$ cat config.mk
export PLATFORM = sky130hd
export DESIGN_NAME = qspi_psram_ctrl
export DESIGN_NICKNAME = d
export VERILOG_FILES = /design/src/rtl/qspi_psram_ctrl.sv
export SDC_FILE = /design/constraint.sdc
export NUM_CORES = 1
export LEC_CHECK = 0
export CAP_MARGIN = 20
export CORE_UTILIZATION = 55
export CTS_BUF_LIST = sky130_fd_sc_hd__clkbuf_2 sky130_fd_sc_hd__clkbuf_4 sky130_fd_sc_hd__clkbuf_8
export CTS_CLUSTER_DIAMETER = 200
export DETAILED_ROUTE_END_ITERATION = 7
export HOLD_SLACK_MARGIN = 0.02
export PLACE_DENSITY = 0.82
export RECOVER_POWER = 100
export SLEW_MARGIN = 10
export SYNTH_ARGS = -nofsm -noshare
export SYNTH_HDL_FRONTEND = slang
export SYNTH_SLANG_ARGS = --single-unit
$ cat constraint.sdc
create_clock -name clk_i -period 3.1 [get_ports clk_i]
set_input_delay 0.775 -clock clk_i [delete_from_list [all_inputs] [get_ports clk_i]]
set_output_delay 0.775 -clock clk_i [all_outputs]
set_load 0.03 [all_outputs]
$ cat src/rtl/qspi_psram_ctrl.sv
// QSPI PSRAM controller: one 32-bit read/write per request, quad-enable (0x35) issued after every reset.
// Latency: ack_o 57 clk (read) / 45 clk (write) after accept; ready_o stays low while busy, so req_i is simply held off.
module qspi_psram_ctrl #(
  parameter int DUMMY_CYCLES = 6,
  parameter int CS_HIGH_MIN  = 2
) (
  input  logic        clk_i,
  input  logic        rst_i,
  input  logic        req_i,
  input  logic        we_i,
  input  logic [23:0] adr_i,
  input  logic [31:0] wdat_i,
  output logic        ready_o,
  output logic        ack_o,
  output logic [31:0] rdat_o,
  output logic        init_done_o,
  output logic        sck_o,
  output logic        cs_on,
  output logic [3:0]  sio_o,
  output logic [3:0]  sio_oen_o,
  input  logic [3:0]  sio_i
);

  localparam logic [7:0] CMD_QE   = 8'h35;
  localparam logic [7:0] CMD_RD   = 8'hEB;
  localparam logic [7:0] CMD_WR   = 8'h38;
  localparam logic [7:0] DUM_LAST = 8'(2 * DUMMY_CYCLES - 1);
  localparam logic [7:0] GAP_LAST = 8'((CS_HIGH_MIN > 1) ? (CS_HIGH_MIN - 1) : 0);

  typedef enum logic [2:0] {INIT, IDLE, CMD, ADR, DUMMY, WDATA, RDATA, GAP} state_t;

  state_t      state;
  logic [7:0]  cnt;
  logic        we_q;
  logic [7:0]  cmd_sr;
  logic [23:0] adr_sr;
  logic [31:0] dat_sr;
  logic [27:0] rd_sr;

  logic [7:0]  acc_cmd;
  logic [31:0] rd_full;
  logic [31:0] wdat_sw;
  logic        serial_active;

  assign acc_cmd = we_i ? CMD_WR : CMD_RD;
  assign rd_full = {rd_sr, sio_i};
  // Byte 0 goes out first, so swap bytes once and then shift MSB nibble first.
  assign wdat_sw = {wdat_i[7:0], wdat_i[15:8], wdat_i[23:16], wdat_i[31:24]};
  assign serial_active = (state == CMD) || (state == ADR) || (state == DUMMY) ||
                         (state == WDATA) || (state == RDATA) || ((state == INIT) && !cs_on);

  always_ff @(posedge clk_i) begin
    if (rst_i) begin
      state       <= INIT;
      cnt         <= 8'd0;
      we_q        <= 1'b0;
      cmd_sr      <= 8'd0;
      adr_sr      <= 24'd0;
      dat_sr      <= 32'd0;
      rd_sr       <= 28'd0;
      cs_on       <= 1'b1;
      sck_o       <= 1'b0;
      sio_o       <= 4'b0000;
      sio_oen_o   <= 4'b0000;
      ack_o       <= 1'b0;
      ready_o     <= 1'b0;
      init_done_o <= 1'b0;
      rdat_o      <= 32'd0;
    end else begin
      ack_o <= 1'b0;
      // Even cnt: sck low, data already set up; odd cnt: sck high, next edge drops it.
      if (serial_active) begin
        sck_o <= ~cnt[0];
        cnt   <= cnt + 8'd1;
      end

      case (state)
        INIT: begin
          if (cs_on) begin
            cs_on     <= 1'b0;
            sck_o     <= 1'b0;
            cnt       <= 8'd0;
            cmd_sr    <= {CMD_QE[6:0], 1'b0};
            sio_o     <= {3'b000, CMD_QE[7]};
            sio_oen_o <= 4'b0001;
          end else if (cnt[0]) begin
            if (cnt == 8'd15) begin
              state       <= GAP;
              cnt         <= 8'd0;
              cs_on       <= 1'b1;
              sio_o       <= 4'b0000;
              sio_oen_o   <= 4'b0000;
              init_done_o <= 1'b1;
            end else begin
              sio_o  <= {3'b000, cmd_sr[7]};
              cmd_sr <= {cmd_sr[6:0], 1'b0};
            end
          end
        end

        IDLE: begin
          if (req_i) begin
            state     <= CMD;
            ready_o   <= 1'b0;
            cnt       <= 8'd0;
            we_q      <= we_i;
            cmd_sr    <= {acc_cmd[6:0], 1'b0};
            adr_sr    <= adr_i;
            dat_sr    <= wdat_sw;
            cs_on     <= 1'b0;
            sck_o     <= 1'b0;
            sio_o     <= {3'b000, acc_cmd[7]};
            sio_oen_o <= 4'b0001;
          end
        end

        CMD: begin
          if (cnt[0]) begin
            if (cnt == 8'd15) begin
              state     <= ADR;
              cnt       <= 8'd0;
              sio_o     <= adr_sr[23:20];
              adr_sr    <= {adr_sr[19:0], 4'h0};
              sio_oen_o <= 4'b1111;
            end else begin
              sio_o  <= {3'b000, cmd_sr[7]};
              cmd_sr <= {cmd_sr[6:0], 1'b0};
            end
          end
        end

        ADR: begin
          if (cnt[0]) begin
            if (cnt == 8'd11) begin
              cnt <= 8'd0;
              if (we_q) begin
                state  <= WDATA;
                sio_o  <= dat_sr[31:28];
                dat_sr <= {dat_sr[27:0], 4'h0};
              end else begin
                state     <= (DUMMY_CYCLES == 0) ? RDATA : DUMMY;
                sio_o     <= 4'b0000;
                sio_oen_o <= 4'b0000;
              end
            end else begin
              sio_o  <= adr_sr[23:20];
              adr_sr <= {adr_sr[19:0], 4'h0};
            end
          end
        end

        DUMMY: begin
          if (cnt[0] && (cnt == DUM_LAST)) begin
            state <= RDATA;
            cnt   <= 8'd0;
          end
        end

        WDATA: begin
          if (cnt[0]) begin
            if (cnt == 8'd15) begin
              state     <= GAP;
              cnt       <= 8'd0;
              cs_on     <= 1'b1;
              sio_o     <= 4'b0000;
              sio_oen_o <= 4'b0000;
              ack_o     <= 1'b1;
            end else begin
              sio_o  <= dat_sr[31:28];
              dat_sr <= {dat_sr[27:0], 4'h0};
            end
          end
        end

        RDATA: begin
          // Sample on the edge that takes sck from high to low.
          if (cnt[0]) begin
            rd_sr <= rd_full[27:0];
            if (cnt == 8'd15) begin
              state     <= GAP;
              cnt       <= 8'd0;
              cs_on     <= 1'b1;
              ack_o     <= 1'b1;
              rdat_o    <= {rd_full[7:0], rd_full[15:8], rd_full[23:16], rd_full[31:24]};
            end
          end
        end

        GAP: begin
          if (cnt == GAP_LAST) begin
            state   <= IDLE;
            cnt     <= 8'd0;
            ready_o <= 1'b1;
          end else begin
            cnt <= cnt + 8'd1;
          end
        end

        default: begin
          state <= INIT;
          cnt   <= 8'd0;
          cs_on <= 1'b1;
          sck_o <= 1'b0;
        end
      endcase
    end
  end

endmodule
==> metrics.txt <==
outcome finished, violations left; failing checks DRC; Starting Density 0.574; fin nets 989; final worst path period share 0.915; post_cts resized 0; Synth area leader dfxtp_1; clk_lat worst skew 0.45 ns; hold bufs inserted after CTS 0; Comb power frac 0.095; Post-synth top flop dfxtp_1; total CTS buffers 17; Setup crit end kind register; hpwl dp approximately 11000 µm; Critical Path RT roughly 3.4 ns; Slew Viols, Final 0; n_diodes 0; skew final 0.0165 ns; Int Power 2760 µW; Post-Route WL 16600 µm; crit path cell chain ha_1 -> buf_4 -> clkbuf_2 -> a221o_1 -> buf_12 -> nor2_1 -> a211oi_1; Arr. time, crit path roughly 3.2 ns; Clk network pwr share 0.385; drt wl/cell 15.5 µm; CTS HTree Levels 4; I/O Buffers 108; # clock sinks 149; VDD IR max 0.436 mV; FMAX between 300 and 400 MHz; synthesized flop and latch total ~150; syn_nets 903; dpl ws 0.184 ns; Core ar. approximately 12000 µm²; Syn Std Cell Area between 6000 and 7000 µm²; Total GRT Usage 0.271; minimum clock period around 2.8 ns; Core Rows 39; most frequent cells in the layout nand2_1 (177), dfxtp_1 (148), a21oi_1 (89), nor2_1 (77), clkdlybuf4s50_1 (61); layout cell share with drive strength beyond 1 0.0697; top cells by area in the synthesized netlist dfxtp_1 (45%), nand2_1 (10%), a21oi_1 (6.6%); Yosys top cell area share 0.447; met1 Usage GRT 0.352; leakage power around 0.0029 µW; final number of setup-violating endpoints 0; Yosys Warn Count 0; CTS clk-pin slew, worst paths approximately 0.090 ns; Max FO, Critical Path 44; FILL cells around 930; Post-Syn Area per Cell between 7 and 8 µm²; total power roughly 3700 µW; Die Width 112 µm; Reg power frac 0.520; antenna violations before repair 0; CTS tree built; delay-heaviest family, CP buffers and inverters; Vias/cell between 5 and 6; commonest non-fill, non-tap cell in the layout nand2_1; vias roughly 6300; gr ovfl total 0; number of global-route vias before repair 5874; DRT Pass-1 Iters 8; maxcap violations 0; antenna viol nets, final 0; buffer and inverter count on the worst path 3; Post-Synthesis Cells between 800 and 900; Worst Setup Slack, final 0.264 ns; CTS max path bufs 2; Slew HR 0.208; Final Hold Viols 0; Sw Ratio 0.260; drc violations 3; Top Usage Layer GRT met2; Crit Path Class reg2reg; Area Growth Syn to Fin 23.2%; Setup TNS 0 ns; Post-synth EDFFs 0; Post CTS Setup Buffer Count 0; Worst Setup Start Kind register; slowest stage cell, crit path dfxtp_1; met3 Usage GRT 0.0551; Cell variety after synth 52; IO Pins ~110; worst-margin pin slew roughly 1.2 ns; Finished Core Util 0.708; chip height 112 µm; RSZ-0062 raised after global routing no; Max stage delay on crit path 0.72 ns; ys async rst share 0; Power Dens Cells 454 nW/µm²; largest net degree at the start of global routing 61; GR Util met2 0.453; sequential share of the synthesized area 0.447; Die ar. 12600 µm²; DR iter-0 viols 470; worst hold path type reg2reg; CTS Root Cell clkbuf_8; first-pass GRT wire length 27800 µm; P_sw 970 µW; global placement routability congestion 0.889
cells in the mapped netlist (all sizes together), types with 5 or more instances:
cell type and n:
nand2 177, dfxtp 149, a21oi 89, nor2 79, clkbuf 49, nand3 38, a311oi 35, a211oi 29
mux2i 24, buf 18, nand2b 15, o21ai 14, nor2b 13, inv 8, o22ai 8, a22o 7
nor3 7, a31oi 6, and2 5, and3 5, nor4 5
kinds of logic after synthesis:
family / count (synthesis) / share of synthesized area
AOI/OAI and AO/OA: 217 / 0.218
xor gates and xnor gates: 3 / 0.00394
adders and majority gates: 4 / 0.00750
buffers and inverters: 76 / 0.0476
DFF: 149 / 0.447
muxes: 26 / 0.0394
and+or+nand+nor: 360 / 0.237
worst paths after layout:
check                          from                 endpoint  slack, ns  cells after the start
max reg2reg   state[1]$_SDFFE_PP0P_  adr_sr[10]$_SDFFE_PP0P_       0.26                      7
min reg2reg  rdat_o[1]$_SDFFE_PP0P_   rdat_o[1]$_SDFFE_PP0P_       0.45                      2
max           state[1]$_SDFFE_PP0P_  adr_sr[10]$_SDFFE_PP0P_       0.26                      7
min          rdat_o[1]$_SDFFE_PP0P_   rdat_o[1]$_SDFFE_PP0P_       0.45                      2
metrics by stage:
stage / std cells / area [µm²] / hold WS [ns]
after floorplan: 835 / 6670 / 0.426
after CTS: 1076 / 8250 / 0.459
after detailed placement: 1045 / 7880 / 0.447
after global routing: 1076 / 8220 / 0.479
final: 1076 / 8220 / 0.453
after global placement: 1045 / 7880 / 0.441
power by group through the flow:
| stage | Sequential [µW] | Combinational (µW) | Clock (µW) |
|---|---|---|---|
| 5_1_grt | 1940 | 383 | 1530 |
| 2_1_floorplan | 2000 | 183 | 0 |
| 4_1_cts | 1940 | 356 | 1450 |
| 3_3_place_gp | 1980 | 346 | 0 |
| 6_report | 1940 | 355 | 1440 |
| 3_5_place_dp | 1980 | 354 | 0 |
layout make-up:
type,count,area (µm²),share of cell area
Inverter,9,33.8,0.00411
Timing Repair Buffer,134,1280,0.156
Multi-Input combinational cell,610,3360,0.409
Tap cell,143,179,0.0218
Clock buffer,19,255,0.0311
Sequential cell,149,2980,0.363
Clock inverter,12,120,0.0146
registers in the layout (all words and copies together), names as in the netlist:
register,count
adr_sr,24
cs_on,1
ack_o,1
cmd_sr,8
ready_o,1
init_done_o,1
rdat_o,32
sck_o,1
state,3
sio_oen_o,4
we_q,1
rd_sr,28
cnt,8
sio_o,4
dat_sr,32
worst reg2reg max path: stages (launching register included):
cell      delay, ns
dfxtp_1        0.72
ha_1           0.39
buf_4          0.30
clkbuf_2       0.45
a221o_1        0.28
buf_12         0.22
nor2_1         0.09
a211oi_1       0.27
layer usage:
metal	vias to the layer above	part of all wire
met1	2964	0.45
met5	-	0
met2	204	0.48
met4	0	0.012
li1	3111	-
met3	23	0.054
(Power assumes the default switching activity.)
